### config.mk
export PLATFORM = sky130hd
export DESIGN_NAME = nes_pad_responder
export DESIGN_NICKNAME = d
export VERILOG_FILES = /design/src/rtl/nes_pad_responder.sv
export SDC_FILE = /design/constraint.sdc
export NUM_CORES = 1
export LEC_CHECK = 0
export ABC_AREA = 0
export CAP_MARGIN = 10
export CELL_PAD_IN_SITES_DETAIL_PLACEMENT = 2
export CELL_PAD_IN_SITES_GLOBAL_PLACEMENT = 2
export CORE_AREA = 3 3 52 66
export CTS_CLUSTER_DIAMETER = 150
export CTS_CLUSTER_SIZE = 25
export DETAILED_ROUTE_END_ITERATION = 12
export DIE_AREA = 0 0 55 69
export GPL_TIMING_DRIVEN = 0
export PLACE_DENSITY_LB_ADDON = 0.1
export RECOVER_POWER = 25
export SKIP_LAST_GASP = 1
export SYNTH_ARGS = -nofsm -noshare
export SYNTH_HDL_FRONTEND = slang
export SYNTH_SLANG_ARGS = --single-unit
### constraint.sdc
create_clock -name clock -period 3.2 [get_ports clock]
set_clock_uncertainty 0.05 [all_clocks]
set_input_delay 0.8 -clock clock [delete_from_list [all_inputs] [get_ports clock]]
set_output_delay 0.8 -clock clock [all_outputs]
set_load 0.05 [all_outputs]
### src/rtl/nes_pad_responder.sv
// NES-style serial pad responder: synchronizes the console latch/clock pins,
// snapshots {buttons, dirinput} while latched and shifts it out bit by bit.
module nes_pad_responder #(
    parameter int unsigned SYNC_STAGES = 2,
    parameter logic        DATA_FILL   = 1'b0,
    parameter logic        INVERT_OUT  = 1'b1
) (
    input  logic       clock,
    input  logic       reset_n,
    input  logic [3:0] dirinput,
    input  logic [3:0] buttons,
    input  logic       pad_latch,
    input  logic       pad_clk,
    output logic       pad_data,
    output logic       poll_strobe,
    output logic [3:0] bit_index
);

    typedef enum logic [1:0] {
        S_IDLE,
        S_LOAD,
        S_SHIFT,
        S_DONE
    } state_t;

    logic [SYNC_STAGES-1:0] latch_sync_q;
    logic [SYNC_STAGES-1:0] clk_sync_q;
    logic                   latch_prev_q;
    logic                   clk_prev_q;
    logic                   clk_rise_q;

    state_t     state_q, state_d;
    logic [7:0] snap_q, snap_d;
    logic [3:0] idx_q, idx_d;
    logic       pad_q, pad_d;
    logic       poll_q, poll_d;

    logic       latch_s;
    logic       clk_s;
    logic       latch_fall;
    logic       clk_rise;
    logic [7:0] live_snap;

    assign latch_s    = latch_sync_q[SYNC_STAGES-1];
    assign clk_s      = clk_sync_q[SYNC_STAGES-1];
    assign latch_fall = latch_prev_q & ~latch_s;
    assign clk_rise   = clk_s & ~clk_prev_q;

    // Bit 0 is button A, bit 7 is right: the order the console clocks them out.
    assign live_snap = {dirinput[0], dirinput[1], dirinput[2], dirinput[3],
                        buttons[0],  buttons[1],  buttons[2],  buttons[3]};

    always_ff @(posedge clock or negedge reset_n) begin
        if (!reset_n) begin
            latch_sync_q <= '0;
            clk_sync_q   <= '0;
            latch_prev_q <= 1'b0;
            clk_prev_q   <= 1'b0;
            clk_rise_q   <= 1'b0;
        end else begin
            latch_sync_q <= {latch_sync_q[SYNC_STAGES-2:0], pad_latch};
            clk_sync_q   <= {clk_sync_q[SYNC_STAGES-2:0], pad_clk};
            latch_prev_q <= latch_s;
            clk_prev_q   <= clk_s;
            clk_rise_q   <= clk_rise;
        end
    end

    always_comb begin
        state_d = state_q;
        snap_d  = snap_q;
        idx_d   = idx_q;
        poll_d  = 1'b0;
        case (state_q)
            S_IDLE: begin
                if (latch_s) begin
                    state_d = S_LOAD;
                    snap_d  = live_snap;
                    idx_d   = '0;
                end
            end
            S_LOAD: begin
                if (latch_fall) begin
                    state_d = S_SHIFT;
                    poll_d  = 1'b1;
                end else begin
                    snap_d = live_snap;
                    idx_d  = '0;
                end
            end
            S_SHIFT: begin
                // Latch level outranks a same-cycle clock edge.
                if (latch_s) begin
                    state_d = S_LOAD;
                    snap_d  = live_snap;
                    idx_d   = '0;
                end else if (clk_rise_q) begin
                    if (idx_q >= 4'd7) begin
                        idx_d   = 4'd8;
                        state_d = S_DONE;
                    end else begin
                        idx_d = idx_q + 4'd1;
                    end
                end
            end
            S_DONE: begin
                if (latch_s) begin
                    state_d = S_LOAD;
                    snap_d  = live_snap;
                    idx_d   = '0;
                end
            end
            default: begin
                state_d = S_IDLE;
                idx_d   = '0;
            end
        endcase

        if (idx_d[3]) begin
            pad_d = DATA_FILL;
        end else begin
            pad_d = snap_d[idx_d[2:0]] ^ INVERT_OUT;
        end
    end

    always_ff @(posedge clock or negedge reset_n) begin
        if (!reset_n) begin
            state_q <= S_IDLE;
            snap_q  <= '0;
            idx_q   <= '0;
            pad_q   <= INVERT_OUT;
            poll_q  <= 1'b0;
        end else begin
            state_q <= state_d;
            snap_q  <= snap_d;
            idx_q   <= idx_d;
            pad_q   <= pad_d;
            poll_q  <= poll_d;
        end
    end

    assign pad_data    = pad_q;
    assign poll_strobe = poll_q;
    assign bit_index   = idx_q;

endmodule

==> results by group <==
Status
  – Status: finished clean

Pwr
  – Clock Power Share: 16.8%
  – Leak pwr: 0.5836 nW
  – Worst-case vdd ir drop: 274.2 uV
  – Gate power share: 37.0%
  – Pint: 0.0005170 W
  – Sw Share: 34.02%
  – Sw power: 0.0002665 W
  – Sequential share of power: 46.2%
  – Pwr Density: 607.3 nW/um^2

Routing
  – DRT iter0 DRCs: 0
  – Vias per cell: 5.107
  – Detailed Route WL: 2.000 mm
  – Residual DRC: 0
  – WL/cell: 14.29 um
  – First-pass iteration count of the detailed router: 1
  – Final ANT Viol Nets: 0
  – Via count: 715

Timing
  – Setup TNS: 0 ps
  – Slew HR: 31.50%
  – Final Hold Vio Count: 0
  – RSZ-0062 raised after global routing: false
  – Final Max Slew Viols: 0
  – Final critical-path share of the clock period: 77.86%
  – Setup-failing EPs final: 0
  – F_max: 0.4014 GHz
  – Tmin final: 2491 ps
  – Worst slew pin tran: 1024 ps
  – Final hold slack: 312.5 ps
  – Final worst slack: 708.6 ps

Floorplan
  – Core Area: 2918 sq um
  – Row count: 22
  – Die W: 55 um
  – Area of the die: 3795 sq um
  – Initial core utilization: 36.28%
  – Die Span Y: 69 um
  – IO Count: 18

Synthesis
  – Synth Warn #: 0
  – Post-synth EDFFs: 0
  – Top cells by area, synth: dfrtp_1 (52%), mux2_2 (9.6%), ha_1 (4.7%), mux2i_1 (3.8%), dfstp_2 (2.5%)
  – Cells after Synth: 83
  – Cell Area, Synth: 1059 sq um
  – Synth Register Bits: 23
  – Ys async rst share: 100.0%
  – Sequential fraction of the synthesis area: 54.49%
  – Yosys top cell area share: 52.01%
  – Main synth FF type: dfrtp_1
  – Largest area contributor in the netlist: dfrtp_1
  – Mean Syn Cell Area: 12.75 sq um
  – Synth Net Count: 99
  – Post-synth cell types: 34

Clocking
  – # hold bufs at CTS: 0
  – Setup Fix Bufs, Post-CTS: 0
  – TritonCTS clock tree: yes
  – Num CTS Buffers: 3
  – Clock Path Buffers: 2
  – Clock transition at the registers of the reported paths: 130 ps
  – Root Driver: clkbuf_4
  – Clock latency on the worst-skew pair: 300 ps
  – CTS resizes: 0
  – H-Tree Depth: 1
  – CTS sink count: 23

Critical path
  – Crit-path max FO: 1
  – Critical Path RT: 2350 ps
  – CP Capture Type: output pin
  – Crit path largest cell delay: 790 ps
  – Startpoint types: flip-flop
  – Critical-path cell list: clkdlybuf4s50_1
  – Crit Path Class: reg2out
  – Crit path max-delay family: buffers and inverters
  – Critical Path AT: 1640 ps
  – WP buf/inv: 1
  – Crit-path slowest cell: clkdlybuf4s50_1

Layout
  – Share of cells above drive strength 1: 21.15%
  – Seq. cell area: 576.8 sq um
  – Final Instance Count excl. Fillers: 140
  – Fin nets: 121
  – Multi-input gate area: 426.7 sq um
  – Area delta synth->final: 21.87%
  – Ant diodes: 0
  – Filler cells: 318
  – Most common cell after layout, fill and taps aside: dfrtp_1
  – Commonest non-fill, non-tap cells in the layout: dfrtp_1 (22), clkdlybuf4s50_1 (14), mux2_2 (9)

Global route
  – Vias in the first global route: 780
  – Overflow after GRT: 0
  – Largest net degree at the start of global routing: 24
  – First-pass GRT wire length: 3.601 mm
  – Initial antenna violation count: 0
  – Overall routing resource usage: 12.81%

Placed design
  – GPL Wtd Cong: 0.7249
  – Placed cells: 136
  – Pre-CTS setup slack: 895.5 ps
  – Port bufs: 17
  – DP Wirelength: 1.551 mm

Worst hold path
  – HP Class: reg2reg

Flow run
  – Max Cap Viol: 0
==> worst paths after layout <==
path / start / end / slack (ps) / depth (start not counted)
max: pad_data$_DFF_PN1_ / pad_data / 710 / 1
min: clk_sync_q[0]$_DFF_PN0_ / clk_sync_q[1]$_DFF_PN0_ / 310 / 0
max reg2reg: bit_index[0]$_DFF_PN0_ / pad_data$_DFF_PN1_ / 860 / 8
min reg2reg: clk_sync_q[0]$_DFF_PN0_ / clk_sync_q[1]$_DFF_PN0_ / 310 / 0
max in group asynchronous: reset_n / snap_q[1]$_DFF_PN0_ / 1430 / 1
min in group asynchronous: reset_n / state_q[0]$_DFFE_PN0P_ / 1060 / 1
==> per-stage QoR <==
stage	total power [W]	util, %	instance area [sq um]
final	0.0007835	44.21	1290
after detailed placement	0.0006674	43.65	1274
after floorplan	0.0005826	-	1059
after CTS	0.0008043	44.60	1301
after global routing	0.0008541	44.21	1290
after global placement	0.0006603	43.65	1274
==> logic make-up after synthesis <==
kind of cell    count (synthesis)  share of synthesized area [%]
compound gates                 17                          12.06
xor+xnor                        1                         0.8276
fa+ha+maj                       4                          4.728
buf+inv                         9                          4.846
flops                          23                          54.49
mux                            13                          13.36
simple gates                   16                          9.695
==> layout make-up <==
type	count	share of cell area, %
Clock buffer	3	1.746
Inverter	7	2.037
Buffer	2	1.358
Sequential cell	23	44.71
Tap cell	36	3.492
Timing Repair Buffer	17	13.19
Clock inverter	1	0.3880
Multi-Input combinational cell	51	33.07
==> routing by layer <==
metal / global-route usage [%] / vias up / routed length (um)
met1: 15.42 / 362 / 865
li1: - / 339 / -
met3: 2.808 / 2 / 72
met4: 4.054 / 0 / 16
met2: 21.71 / 12 / 1046
met5: 0 / - / 0
==> power groups by stage <==
stage | sequential, W | clock [W] | combinational, W
floorplan | 0.000392 | 0 | 0.000191
global placement | 0.000368 | 0 | 0.000292
detailed placement | 0.000370 | 0 | 0.000298
CTS | 0.000364 | 0.000142 | 0.000299
global route | 0.000370 | 0.000157 | 0.000327
finish | 0.000362 | 0.000131 | 0.000290
==> Yosys cell counts (2+ instances only) <==
cell type / count
a21oi_1: 2
o22ai_1: 2
nor2_1: 3
mux2_2: 9
inv_1: 7
a22oi_1: 2
a21oi_2: 2
nand2_1: 2
mux2i_1: 4
ha_1: 4
dfrtp_1: 22
nor3_1: 2
==> flip-flops by register name, indices dropped and copies added (netlist names) <==
signal,cells
latch_prev_q,1
bit_index,4
poll_strobe,1
clk_prev_q,1
state_q,2
clk_rise_q,1
clk_sync_q,2
latch_sync_q,2
pad_data,1
snap_q,8
Power figures use the tool's default switching activity.
